$ cat config.mk
export PLATFORM = sky130hd
export DESIGN_NAME = distribute_chain_source
export DESIGN_NICKNAME = d
export VERILOG_FILES = /design/src/rtl/distribute_chain_source.sv
export SDC_FILE = /design/constraint.sdc
export NUM_CORES = 1
export LEC_CHECK = 0
export BUFFER_PORTS_ARGS = -buffer_cell sky130_fd_sc_hd__buf_2
export CAP_MARGIN = 20
export CORE_ASPECT_RATIO = 0.9
export CORE_UTILIZATION = 40
export DETAILED_ROUTE_END_ITERATION = 6
export SLEW_MARGIN = 20
export SYNTH_ARGS = -nofsm -noshare
export SYNTH_HDL_FRONTEND = slang
export SYNTH_SLANG_ARGS = --single-unit
$ cat constraint.sdc
create_clock -name clk -period 3.29 [get_ports clk]
set_clock_uncertainty 0.1 [all_clocks]
set_input_delay 0.329 -clock clk [delete_from_list [all_inputs] [get_ports clk]]
set_output_delay 0.329 -clock clk [all_outputs]
set_load 0.05 [all_outputs]
$ cat src/rtl/distribute_chain_source.sv
// Injection stage for a one-hot distribute chain: buffers packets in a small FIFO and emits a
// registered data/valid/cmd stream. Define DIST_SRC_DROP_COUNT_EN to add the o_drop_cnt counter.
module distribute_chain_source #(
  parameter int unsigned DATA_WIDTH = 32,
  parameter int unsigned NUM_NODE   = 8,
  parameter int unsigned FIFO_DEPTH = 4
) (
  input  logic                  clk,
  input  logic                  rst,
  input  logic                  i_valid,
  output logic                  o_ready,
  input  logic [DATA_WIDTH-1:0] i_data_bus,
  input  logic [NUM_NODE-1:0]   i_dest_mask,
  output logic                  o_valid,
  input  logic                  i_ready,
  output logic [DATA_WIDTH-1:0] o_data_bus,
  output logic [NUM_NODE-1:0]   o_cmd,
  output logic                  o_en
`ifdef DIST_SRC_DROP_COUNT_EN
  ,
  output logic [7:0]            o_drop_cnt
`endif
);

  localparam int unsigned PTR_W = (FIFO_DEPTH > 1) ? $clog2(FIFO_DEPTH) : 1;
  localparam int unsigned CNT_W = $clog2(FIFO_DEPTH + 1);

  typedef struct packed {
    logic [DATA_WIDTH-1:0] data;
    logic [NUM_NODE-1:0]   mask;
  } pkt_t;

  pkt_t                  mem_q [FIFO_DEPTH];
  logic [PTR_W-1:0]      wr_ptr_q, wr_ptr_d;
  logic [PTR_W-1:0]      rd_ptr_q, rd_ptr_d;
  logic [CNT_W-1:0]      count_q, count_d;
  logic                  ready_q, ready_d;
  logic                  valid_q, valid_d;
  logic [DATA_WIDTH-1:0] data_q, data_d;
  logic [NUM_NODE-1:0]   cmd_q, cmd_d;

  logic                  accept_c;
  logic                  wr_c;
  logic                  rd_c;
  logic [NUM_NODE-1:0]   head_cmd_c;
  pkt_t                  head_c;

  assign accept_c = i_valid & ready_q;
  assign wr_c     = accept_c & (|i_dest_mask);
  assign rd_c     = (count_q != '0) & (~valid_q | i_ready);
  assign head_c   = mem_q[rd_ptr_q];

  // Node j is j-th in the chain, so its bit lands at the MSB side of the command.
  always_comb begin
    head_cmd_c = '0;
    for (int j = 0; j < int'(NUM_NODE); j++) begin
      head_cmd_c[NUM_NODE-1-j] = head_c.mask[j];
    end
  end

  always_comb begin
    wr_ptr_d = wr_ptr_q;
    rd_ptr_d = rd_ptr_q;
    count_d  = count_q;
    valid_d  = valid_q;
    data_d   = data_q;
    cmd_d    = cmd_q;
    if (wr_c) begin
      wr_ptr_d = wr_ptr_q + PTR_W'(1);
    end
    if (rd_c) begin
      rd_ptr_d = rd_ptr_q + PTR_W'(1);
    end
    if (wr_c && !rd_c) begin
      count_d = count_q + CNT_W'(1);
    end else if (!wr_c && rd_c) begin
      count_d = count_q - CNT_W'(1);
    end
    // Refill the output stage whenever it is empty or being consumed; zeros when nothing is queued.
    if (!valid_q || i_ready) begin
      valid_d = rd_c;
      data_d  = rd_c ? head_c.data : '0;
      cmd_d   = rd_c ? head_cmd_c : '0;
    end
    ready_d = (count_d != CNT_W'(FIFO_DEPTH));
  end

  always_ff @(posedge clk or posedge rst) begin
    if (rst) begin
      wr_ptr_q <= '0;
      rd_ptr_q <= '0;
      count_q  <= '0;
      ready_q  <= 1'b1;
      valid_q  <= 1'b0;
      data_q   <= '0;
      cmd_q    <= '0;
    end else begin
      wr_ptr_q <= wr_ptr_d;
      rd_ptr_q <= rd_ptr_d;
      count_q  <= count_d;
      ready_q  <= ready_d;
      valid_q  <= valid_d;
      data_q   <= data_d;
      cmd_q    <= cmd_d;
    end
  end

  // Storage needs no reset: only slots covered by count are ever read.
  always_ff @(posedge clk) begin
    if (wr_c) begin
      mem_q[wr_ptr_q] <= '{data: i_data_bus, mask: i_dest_mask};
    end
  end

  assign o_ready    = ready_q;
  assign o_valid    = valid_q;
  assign o_en       = valid_q;
  assign o_data_bus = data_q;
  assign o_cmd      = cmd_q;

`ifdef DIST_SRC_DROP_COUNT_EN
  logic [7:0] drop_cnt_q;

  always_ff @(posedge clk or posedge rst) begin
    if (rst) begin
      drop_cnt_q <= 8'h00;
    end else if (accept_c && (i_dest_mask == '0) && (drop_cnt_q != 8'hFF)) begin
      drop_cnt_q <= drop_cnt_q + 8'd1;
    end
  end

  assign o_drop_cnt = drop_cnt_q;
`endif

endmodule

Word level (Yosys, flattened, before mapping)
Memory sizes are Yosys's and may differ from the RTL's.
Index checks and enable logic that the tools add are counted.

storage, ports and cells
  register bits after elaboration = 49
  bits in writable memories = 160
  output and inout bits = 43
  logic and storage cells = 32
  memories = 1

operators by class
  add/sub/neg operators = 4
  equal/unequal tests = 1
  muxes and demuxes = 6
  bitwise gates (word level) = 5
  reduce and logical (&&, ||, !) cells = 8

memories
  name   depth  width  read ports  clocked after Yosys merged registers in  wr ports  line  RTL
  mem_q  4      40     1           0                                        1         33    pkt_t mem_q [FIFO_DEPTH];

operator list
  cell                                                                 count
  32-bit 2-to-1 mux                                                    1
  8-bit 2-to-1 mux                                                     1
  8-bit OR reduction                                                   1
  3-bit 2-to-1 mux                                                     2
  2-bit by 1-bit adder with 2-bit output (second input constant)       2
  3-bit by 1-bit adder with 3-bit output (second input constant)       1
  1-bit AND                                                            3
  1-bit zero test                                                      3
  3-bit != test (second input constant)                                1
  3-bit nonzero test                                                   1
  3-bit by 1-bit subtractor with 3-bit output (second input constant)  1
  1-bit logical AND                                                    2
  1-bit 2-to-1 mux                                                     2
  1-bit logical OR                                                     1
  1-bit NOT                                                            1
  1-bit OR                                                             1

Depth between registers and ports, before layout
Gate-level depths: netlist (run 1).

  word-level depth = 7
  mapped depth = 7
  gate-level depth less buffers = 7

Worst setup path after synthesis (run 1)
OpenSTA, ideal clock, no wires.

  kind = flip-flop to flip-flop
  start = register ready_q (netlist: o_ready)
  end = memory mem_q[0][0] in the netlist's numbering, enable pin
  arrival time = 2112 ps
  required time = 2789 ps
  slack = 677 ps
  stages on the path, launching flop included = 5
  path buffers = 1
  cell sequence = dfstp_2 nand2_1 a21oi_1 buf_6 and2_1

on the way
  cells in the longest elaborated chain, start to end = 4

ends and longest elaborated chain
  what                                    line  RTL
  from (decl)                             37    logic ready_q, ready_d;
  from (signal assigned)                  101   ready_q <= ready_d;
  1-bit AND                               48    assign accept_c = i_valid & ready_q;
  1-bit AND                               49    assign wr_c = accept_c & (|i_dest_mask);
  1-bit 2-to-1 mux                        110   if (wr_c) begin
  1-bit 2-to-1 mux (not written as such)  111   mem_q[wr_ptr_q] <= '{data: i_data_bus, mask: i_dest_mask};
  to (decl)                               33

No other way between the ends.

Worst setup path in the final report (run 1)
  start = input i_dest_mask[7]
  end = register ready_q (netlist: o_ready)

on the way
  cells in the longest elaborated chain, start to end = 7
  elaborated cells between the ends (all ways) = 8

ends and longest elaborated chain
  what                    line  RTL
  from (decl)             13    input logic [NUM_NODE-1:0] i_dest_mask,
  8-bit OR reduction (*)  49
  1-bit AND (*)           49
  1-bit zero test         76    end else if (!wr_c && rd_c) begin
  1-bit logical AND       76
  3-bit 2-to-1 mux        76
  3-bit 2-to-1 mux (*)    74    if (wr_c && !rd_c) begin
  3-bit != test (*)       85    ready_d = (count_d != CNT_W'(FIFO_DEPTH));
  named net ready_d       37

The timed path passes the listed nets; every way through them passes the cells marked *.
A chain may end at the register's enable or synchronous reset.

==> impl_summary.txt, run 1 <==
----------------------------------------------------
[Clocking]
  Insertion delay to the later sink of the worst-skew pair ... 500 ps
  Clock Sinks ... 209
  Maximum number of buffers from clock root to sink ... 3
  TritonCTS Buffers ... 22
  H-Tree Level Count ... 1
  Clock transition time at the flip-flop clock pins of the worst setup and hold paths ... 60 ps
  Buffer cell driving the clock tree root ... sky130_fd_sc_hd__clkbuf_16
  Post-CTS repair timing setup buffer count ... 0
  TritonCTS clock tree ... built

[Pwr]
  Final total power ... 9187 uW
  Worst IR Drop VDD ... 542.7 uV
  Total power divided by cell area ... 954.1 nW/um^2
  Cell leakage power ... 0.003586 uW

[Synthesis]
  Number of synthesized register bits ... 209
  Synthesized-area fraction occupied by and/or/nand/nor cells ... 1.886%
  Post-synthesis mux area share ... 11.90%
  Combinational family with the most area after synthesis ... multiplexers
  Synth Area in Compound Gates ... 4.917%
  Part of the Yosys area used for sequential elements ... 77.72%
  Adder and majority gate portion of the synthesized area ... 1.128%
  Count of synthesis-stage warnings from yosys ... 0
  Instance count of the mapped netlist ... 358
  Post-synthesis cell area ... 7761 um^2
  Library cells used by synthesis ... 33
  Net count after synthesis ... 409
  Synthesized area per cell ... 21.68 um^2
  Post-synthesis xor/xnor area fraction ... 0.6610%

[Finish]
  Leading cell type in the layout, fill and taps excluded ... sky130_fd_sc_hd__edfxtp_1
  Final antenna diode count ... 0
  Signed area change from the synthesized netlist to the final layout ... 24.07%
  Layout Cells excl Fill ... 760
  Proportion of layout cells with a drive suffix above 1 ... 35.53%
  Top library cells by usage in the layout, fill and taps aside ... sky130_fd_sc_hd__edfxtp_1 (160), sky130_fd_sc_hd__buf_2 (86), sky130_fd_sc_hd__dfrtp_1 (46), sky130_fd_sc_hd__dlygate4sd3_1 (41)
  Final-stage net count ... 550

[Timing]
  Unrepaired setup endpoints after global routing ... no
  Endpoints failing setup ... 0
  Tmin final ... 2334 ps
  Highest clock rate ... 0.4285 GHz
  Final worst slack ... 956.1 ps
  Final critical-path share of the clock period ... 70.94%
  Relative slew slack ... 25.89%
  Max Slew Vio Count ... 0
  Measured slew at the worst slew-check pin ... 1112 ps
  Final hold slack ... 95.12 ps
  Setup TNS Final ... 0 ps
  Number of hold violations in the final report ... 0

[Placed design]
  Number of buffer cells added on primary ports ... 86
  Placed Cells incl. Taps ... 679
  Post-Place Worst Slack ... 1010 ps
  Detailed-placement wirelength estimate ... 8701 um
  Final weighted congestion in routability-driven placement ... 0.7552

[Route]
  Routed WL per cell ... 19.31 um
  Detailed Routing Iterations Pass 1 ... 5
  WL met2 ... 7123 um
  Post-detailed-route DRC marker count ... 0
  First DRT Iteration DRCs ... 166
  Met3 wire length ... 722 um
  Met1 Routed Length ... 6622 um
  Vias/cell ... 5.089
  Wire length reported by the detailed router ... 14,680 um
  Top routing layer in use ... met4
  Via total after detailed routing ... 3,868
  Remaining antenna violation count ... 0

[Global routing]
  Global route overflow ... 0
  Global-route wire length before repair ... 23,250 um
  Largest net degree at the start of global routing ... 43
  Overall Global Routing Usage ... 15.36%
  Number of antenna violations at the first check in global routing ... 0
  Vias in the first global route ... 4,145

[Setup path]
  Setup CP Type ... in -> reg
  Crit path launch ... i_dest_mask[7]
  Length in cells of the worst reg-to-reg path ... 7
  Data arrival time at the worst-slack endpoint ... 2630 ps
  RR Startpoint ... count_q[0]
  Register-to-register setup slack ... 1110 ps
  Maximum fanout along the worst path ... 8
  Critical Path Source Type ... input port
  Data required time of the critical path ... 3580 ps
  Endpoint of the worst register-to-register path ... o_ready
  Nature of the critical path endpoint ... register

[Worst hold path]
  Path class of the lowest-slack min-delay path ... in -> reg
  Capture endpoint of the worst hold path ... o_en
  Hold Path Origin ... i_ready
  Hold Path Stages ... 3

[Floorplanning]
  Effective utilization at floorplan ... 41.50%
  Core footprint ... 18,700 um^2
  Die Height ... 134.1 um
  Top-level I/O count ... 87
  Horizontal die dimension ... 148.8 um
  Area of the die ... 19,960 um^2
  Count of standard-cell rows ... 47

[Flow run]
  Number of max-cap violations ... 0

[Outcome]
  Status ... completed

----------------------------------------------------
## synthesized netlist by cell type
cell type	number	share of area, %
sky130_fd_sc_hd__edfxtp_1	160	62
sky130_fd_sc_hd__dfrtp_1	48	15
sky130_fd_sc_hd__a22o_1	40	4.5
sky130_fd_sc_hd__mux4_2	40	12
sky130_fd_sc_hd__clkbuf_1	7	0.34
sky130_fd_sc_hd__ha_1	7	1.1
sky130_fd_sc_hd__buf_2	6	0.39
sky130_fd_sc_hd__inv_1	5	0.24
sky130_fd_sc_hd__and2_1	4	0.32
sky130_fd_sc_hd__nand2_1	4	0.19
sky130_fd_sc_hd__nor2_1	4	0.19
sky130_fd_sc_hd__buf_4	3	0.29
sky130_fd_sc_hd__buf_6	3	0.44
sky130_fd_sc_hd__xnor2_1	3	0.34
sky130_fd_sc_hd__buf_1	2	0.097
sky130_fd_sc_hd__nand2b_1	2	0.16
sky130_fd_sc_hd__nor2b_1	2	0.16
sky130_fd_sc_hd__nor4_1	2	0.16
sky130_fd_sc_hd__o21ai_0	2	0.13
sky130_fd_sc_hd__a21oi_1	1	0.064
sky130_fd_sc_hd__dfstp_2	1	0.34
sky130_fd_sc_hd__mux2i_4	1	0.29
sky130_fd_sc_hd__nand3_1	1	0.064
sky130_fd_sc_hd__nand3b_1	1	0.097
sky130_fd_sc_hd__nor2_2	1	0.081
sky130_fd_sc_hd__nor2b_2	1	0.11
sky130_fd_sc_hd__nor3_1	1	0.064
sky130_fd_sc_hd__nor4_2	1	0.16
sky130_fd_sc_hd__nor4b_1	1	0.11
sky130_fd_sc_hd__o31ai_1	1	0.097
sky130_fd_sc_hd__o32ai_1	1	0.11
sky130_fd_sc_hd__xor2_1	1	0.11
sky130_fd_sc_hd__xor2_2	1	0.21
## worst max-delay path, stage by stage
cell                            delay [ps]
sky130_fd_sc_hd__dlygate4sd3_1         530
sky130_fd_sc_hd__buf_2                 150
sky130_fd_sc_hd__nor4_2                400
sky130_fd_sc_hd__a21oi_1               250
sky130_fd_sc_hd__buf_4                 220
sky130_fd_sc_hd__nor3_1                330
sky130_fd_sc_hd__nor4_1                110
sky130_fd_sc_hd__o31ai_1               310
## report_power, final
group,internal (uW),total (uW),leakage [uW],switching [uW]
Clock,1340,2310,0.000335,972
Sequential,3540,4050,0.00206,507
Combinational,1140,2830,0.00119,1690
## state kept, by name, summed over array words and instances, names as in the netlist
| name | count |
|---|---|
| count_q | 3 |
| mem_q | 160 |
| o_cmd | 8 |
| o_data_bus | 32 |
| o_en | 1 |
| o_ready | 1 |
| rd_ptr_q | 2 |
| wr_ptr_q | 2 |
## logic make-up after synthesis
| logic type | after synthesis |
|---|---|
| compound gates | 45 |
| simple gates | 25 |
| buf+inv | 26 |
| fa+ha+maj | 7 |
| xor+xnor | 5 |
| flops | 209 |
| mux | 41 |
## metrics by stage
| step | instance area, um^2 | util (%) |
|---|---|---|
| 5_1_grt | 9629 | 51.49 |
| 3_3_place_gp | 8533 | 45.63 |
| 6_report | 9629 | 51.49 |
| 3_5_place_dp | 8533 | 45.63 |
| 4_1_cts | 9629 | 51.49 |
| 2_1_floorplan | 7761 | - |
## final cells by class
type                            instances  area [um^2]
Tap cell                              245        306.5
Timing Repair Buffer                  138        973.4
Clock buffer                           33        631.9
Sequential cell                       209         6037
Multi-Input combinational cell        123         1608
Inverter                                5        18.77
Fill cell                            1526         9071
Clock inverter                          7        53.80
## metal layers
| metal | track usage (%) | up-vias |
|---|---|---|
| met4 | 3.005 | 0 |
| met3 | 3.197 | 20 |
| met2 | 25.60 | 98 |
| met5 | 0 | - |
| li1 | - | 1749 |
| met1 | 21.00 | 2001 |
## worst max path at each step
stage	cells after the start	end	slack (ps)
2_1_floorplan	4	mem_q[0][0]	680
3_5_place_dp	7	o_ready	1010
6_report	8	o_ready	960
3_3_place_gp	4	mem_q[3][13]	1130
4_1_cts	8	o_ready	960
5_1_grt	8	o_ready	790
## timing repair
item / in CTS / in global routing
endpoints found under the setup margin: 0 / 0
endpoints found under the hold margin: 188 / 0
gates resized for setup: 0 / 0
hold buffers: 41 / 0
No activity file was read; power rests on OpenSTA's default activity.
==> run 2: changes to the inputs <==
- clock period: 3.29 -> 2.4 ns (I/O delays scaled with it)
==> impl_summary.txt, run 2 (synthesis gave the netlist of run 1 again) <==
----------------------------------------------------
[Outcome]
  Status ... completed

[Finish]
  Utilization of the core after routing ... 52.55%
  Proportion of layout cells with a drive suffix above 1 ... 37.45%
  Register with the most flip-flops ... mem_q
  Final antenna diode count ... 0
  Leading cell type in the layout, fill and taps excluded ... sky130_fd_sc_hd__edfxtp_1
  Final-stage net count ... 560
  Signed area change from the synthesized netlist to the final layout ... 26.62%
  Multi-input logic area ... 1612 um^2
  Storage cell area ... 6037 um^2
  Layout Cells excl Fill ... 771
  Fillcell total ... 1,518
  Top library cells by usage in the layout, fill and taps aside ... sky130_fd_sc_hd__edfxtp_1 (160), sky130_fd_sc_hd__buf_2 (86), sky130_fd_sc_hd__dfrtp_1 (46), sky130_fd_sc_hd__dlygate4sd3_1 (42)
  Number of flip-flops in the largest register ... 160

[Timing]
  Final critical-path share of the clock period ... 90.55%
  Endpoints failing setup ... 0
  Max Slew Vio Count ... 0
  Final hold slack ... 78.75 ps
  Setup TNS Final ... 0 ps
  Number of hold violations in the final report ... 0
  Highest clock rate ... 0.4601 GHz
  Unrepaired setup endpoints after global routing ... no
  Relative slew slack ... 56.54%
  Measured slew at the worst slew-check pin ... 651.9 ps
  Tmin final ... 2173 ps

[Placed design]
  Detailed-placement wirelength estimate ... 8900 um
  Final weighted congestion in routability-driven placement ... 0.6953
  Placed Cells incl. Taps ... 687
  Number of buffer cells added on primary ports ... 86

[Global routing]
  Overall Global Routing Usage ... 16.44%
  Global route overflow ... 0
  Vias in the first global route ... 4,382
  Largest net degree at the start of global routing ... 42
  Number of antenna violations at the first check in global routing ... 0
  Global-route wire length before repair ... 24,520 um

[Route]
  Wire length reported by the detailed router ... 15,510 um
  Vias/cell ... 5.110
  First DRT Iteration DRCs ... 210
  Detailed Routing Iterations Pass 1 ... 4
  Via total after detailed routing ... 3,940
  Post-detailed-route DRC marker count ... 0
  Remaining antenna violation count ... 0
  Routed WL per cell ... 20.12 um

[Setup path]
  Buffering stage count on the worst path with inverters included ... 3
  Nature of the critical path endpoint ... register
  Crit-path max cell delay ... 530 ps
  Crit path capture ... count_q[1]
  Chain of cells forming the critical path ... dlygate4sd3_1 > buf_2 > nor4_2 > a21oi_2 > buf_4 > nor3_1 > nor2_1 > o32ai_1
  Length in cells of the worst reg-to-reg path ... 6
  Register-to-register setup slack ... 440 ps
  Critical path's slowest cell ... sky130_fd_sc_hd__dlygate4sd3_1
  Endpoint of the worst register-to-register path ... o_ready
  Critical Path Source Type ... input port
  RR Startpoint ... o_ready
  Number of cells on the critical path ... 8
  Maximum fanout along the worst path ... 8
  Setup CP Type ... in -> reg
  Crit path launch ... i_dest_mask[7]
  Data required time of the critical path ... 2710 ps
  Critical path's top delay family ... buffers and inverters
  Data arrival time at the worst-slack endpoint ... 2480 ps

[Pwr]
  Cell leakage power ... 0.003681 uW
  Worst IR Drop VDD ... 794.5 uV
  Total power divided by cell area ... 1329 nW/um^2

[Flow run]
  Number of max-cap violations ... 0

[Floorplanning]
  Area of the die ... 19,960 um^2
  Die Height ... 134.1 um
  Effective utilization at floorplan ... 41.50%
  Top-level I/O count ... 87
  Horizontal die dimension ... 148.8 um
  Core footprint ... 18,700 um^2
  Count of standard-cell rows ... 47

[Worst hold path]
  Path class of the lowest-slack min-delay path ... in -> reg

[Clocking]
  Clock Sinks ... 209
  TritonCTS Buffers ... 23
  Buffer cell driving the clock tree root ... sky130_fd_sc_hd__clkbuf_16
  Post-CTS repair timing setup buffer count ... 0
  Insertion delay to the later sink of the worst-skew pair ... 510 ps
  TritonCTS clock tree ... built
  Clock transition time at the flip-flop clock pins of the worst setup and hold paths ... 60 ps
  H-Tree Level Count ... 1
  Maximum number of buffers from clock root to sink ... 3

----------------------------------------------------
==> run 2: cell count changes in the layout (fill, tap and decap cells not counted), sizes merged <==
cell         delta
clkinvlp        +1
dlygate4sd3     +1
clkbuf          +2
clkinv          -2
bufinv          +1
buf             +8
==> run 2: worst min path at each step <==
stage | to | from | slack [ps] | depth (start not counted)
2_1_floorplan | mem_q[0][0] | i_dest_mask[0] | 240 | 0
5_1_grt | wr_ptr_q[0] | i_valid | 90 | 4
6_report | wr_ptr_q[0] | i_valid | 80 | 4
3_5_place_dp | o_data_bus[15] | rst | 270 | 2
4_1_cts | wr_ptr_q[0] | i_valid | 130 | 4
3_3_place_gp | o_data_bus[15] | rst | 270 | 2
==> run 2: repair_timing <==
| action | CTS | global route |
|---|---|---|
| gates resized for setup | 0 | 1 |
| hold buffers | 42 | 0 |
| endpoints found under the hold margin | 184 | 0 |
| endpoints found under the setup margin | 0 | 1 |
==> run 2: final cells by class <==
class / instances / area share, %
clock buffers: 35 / 7.028
flip-flops and latches: 209 / 61.43
multi-input cells: 123 / 16.40
repair buffers: 147 / 11.13
well taps: 245 / 3.119
clock inverters: 7 / 0.7003
inverters: 5 / 0.1910
==> run 2: through the flow <==
stage / setup slack (ps) / total power [uW] / cell area, um^2
finish: 226.8 / 13060 / 9827
global route: 111.6 / 13670 / 9827
CTS: 135.8 / 13230 / 9823
detailed placement: 193.7 / 9684 / 8643
global placement: 338.8 / 9617 / 8643
floorplan: 209.0 / 8430 / 7766
==> run 2: power by group <==
part	total, uW	leakage [uW]	switching [uW]	internal (uW)
clock network	3460	0.000370	1370	2090
logic	4310	0.00125	2640	1680
registers	5290	0.00206	430	4860
==> run 2: worst reg2reg max path: stages, from the launching register on <==
cell,delay (ps)
sky130_fd_sc_hd__dfstp_2,530
sky130_fd_sc_hd__nand2_1,70
sky130_fd_sc_hd__a21oi_2,310
sky130_fd_sc_hd__buf_4,220
sky130_fd_sc_hd__nor2b_1,300
sky130_fd_sc_hd__nor4_1,90
sky130_fd_sc_hd__o31ai_1,250
==> run 2: per-layer routing <==
layer	share of wire, %	wire length, um	up-vias	track usage, %
met3	5.8	904	30	3.844
met1	42	6497	2019	21.21
met2	50	7790	117	28.01
li1	-	-	1774	-
met5	0	0	-	0
met4	2.1	319	0	4.365
==> run 3: changes to the inputs <==
- RECOVER_POWER: default -> 25
- SETUP_SLACK_MARGIN: default -> 0.1
==> impl_summary.txt, run 3 (synthesis gave the netlist of run 1 again) <==
----------------------------------------------------
[Outcome]
  Status ... completed

[Route]
  Via total after detailed routing ... 3,919
  Routed WL per cell ... 20.12 um
  Post-detailed-route DRC marker count ... 0
  Vias/cell ... 5.083
  Wire length reported by the detailed router ... 15,510 um
  First DRT Iteration DRCs ... 207
  Remaining antenna violation count ... 0
  Detailed Routing Iterations Pass 1 ... 4

[Finish]
  Post-route design area ... 9788 um^2
  Top library cells by usage in the layout, fill and taps aside ... sky130_fd_sc_hd__edfxtp_1 (160), sky130_fd_sc_hd__buf_2 (55), sky130_fd_sc_hd__dfrtp_1 (46), sky130_fd_sc_hd__dlygate4sd3_1 (42)
  Register with the most flip-flops ... mem_q
  Leading cell type in the layout, fill and taps excluded ... sky130_fd_sc_hd__edfxtp_1
  Signed area change from the synthesized netlist to the final layout ... 26.12%
  Number of flip-flops in the largest register ... 160
  Proportion of layout cells with a drive suffix above 1 ... 31.56%
  Final antenna diode count ... 0
  Final-stage net count ... 560

[Global routing]
  Vias in the first global route ... 4,382
  Global-route wire length before repair ... 24,520 um
  Overall Global Routing Usage ... 16.44%
  Global route overflow ... 0
  Largest net degree at the start of global routing ... 42
  Number of antenna violations at the first check in global routing ... 0

[Placed design]
  Detailed-placement wirelength estimate ... 8900 um
  Final weighted congestion in routability-driven placement ... 0.6953
  Placement Cell Area ... 8643 um^2
  Number of buffer cells added on primary ports ... 86

[Clocking]
  Clock Sinks ... 209
  Maximum number of buffers from clock root to sink ... 3
  Post-CTS repair timing setup buffer count ... 0
  H-Tree Level Count ... 1
  Insertion delay to the later sink of the worst-skew pair ... 510 ps
  TritonCTS Buffers ... 23
  TritonCTS clock tree ... built
  Clock transition time at the flip-flop clock pins of the worst setup and hold paths ... 60 ps
  Buffer cell driving the clock tree root ... sky130_fd_sc_hd__clkbuf_16

[Setup path]
  Data arrival time at the worst-slack endpoint ... 2470 ps
  Setup CP Type ... in -> reg
  Critical Path Source Type ... input port
  Nature of the critical path endpoint ... register
  Maximum fanout along the worst path ... 8
  Data required time of the critical path ... 2710 ps

[Floorplanning]
  Area of the die ... 19,960 um^2
  Die Height ... 134.1 um
  Count of standard-cell rows ... 47
  Horizontal die dimension ... 148.8 um
  Effective utilization at floorplan ... 41.50%
  Core footprint ... 18,700 um^2
  Top-level I/O count ... 87

[Pwr]
  Cell leakage power ... 0.003595 uW
  Total power divided by cell area ... 1333 nW/um^2
  Worst IR Drop VDD ... 794.2 uV

[Timing]
  Setup TNS Final ... 0 ps
  Unrepaired setup endpoints after global routing ... no
  Highest clock rate ... 0.4620 GHz
  Relative slew slack ... 56.61%
  Max Slew Vio Count ... 0
  Measured slew at the worst slew-check pin ... 650.8 ps
  Tmin final ... 2164 ps
  Number of hold violations in the final report ... 0
  Endpoints failing setup ... 0
  Final critical-path share of the clock period ... 90.19%

[Flow run]
  Number of max-cap violations ... 0

[Worst hold path]
  Path class of the lowest-slack min-delay path ... in -> reg

----------------------------------------------------
## run 3: changes by cell type in the layout (fill, tap and decap cells not counted)
cell                       change
sky130_fd_sc_hd__clkbuf_1     +31
sky130_fd_sc_hd__buf_2        -31
## run 3: final timing paths
kind / from / endpoint / slack, ps / cells past startpoint
max in group asynchronous: rst / rd_ptr_q[0] / 1230 / 4
min reg2reg: o_cmd[1] / o_cmd[1] / 400 / 1
min: i_valid / wr_ptr_q[0] / 80 / 4
min in group asynchronous: rst / o_data_bus[20] / 250 / 3
max reg2reg: o_ready / o_ready / 450 / 6
max: i_dest_mask[7] / count_q[1] / 240 / 8
## run 3: critical path, stage by stage
cell and delay [ps]:
sky130_fd_sc_hd__dlygate4sd3_1 530, sky130_fd_sc_hd__clkbuf_1 160, sky130_fd_sc_hd__nor4_2 450, sky130_fd_sc_hd__a21oi_2 200, sky130_fd_sc_hd__buf_4 210, sky130_fd_sc_hd__nor3_1 340
sky130_fd_sc_hd__nor2_1 90, sky130_fd_sc_hd__o32ai_1 250
## run 3: metrics by stage
stage	util [%]	cells	setup slack [ps]	power (uW)	hold WS [ps]
after CTS	52.53	771	135.8	13230	131.9
after global routing	52.34	771	75.53	13670	89.93
final	52.34	771	235.5	13050	77.14
after detailed placement	46.22	687	193.7	9684	274.1
after floorplan	-	358	209.0	8430	238.9
after global placement	46.22	687	338.8	9617	270.2
## run 3: layer usage
metal,global-route usage (%),part of all wire [%]
met1,21.21,42
met4,4.365,2.1
met5,0,0
met2,28.01,50
met3,3.844,5.6
## run 3: area by class of cell
type                       instances  area, um^2
inverter                           5       18.77
sequential                       209        6037
tap                              245       306.5
clock buffer                      35       690.7
multi-input combinational        123        1612
timing repair buffer             147        1055
fill                            1536        8912
clock inverter                     7       68.82
## run 3: repair_timing
item                       in CTS  in global routing
hold buffers                   42                  0
hold endpoints to repair      184                  0
setup endpoints to repair       0                  2
gates resized for setup         0                  1
## run 3: power by group
| group | internal (uW) | switching [uW] | leakage, uW |
|---|---|---|---|
| combinational | 1670 | 2640 | 0.00116 |
| sequential | 4860 | 431 | 0.00206 |
| clock | 2090 | 1370 | 0.000370 |
| total | 8620 | 4430 | 0.00360 |
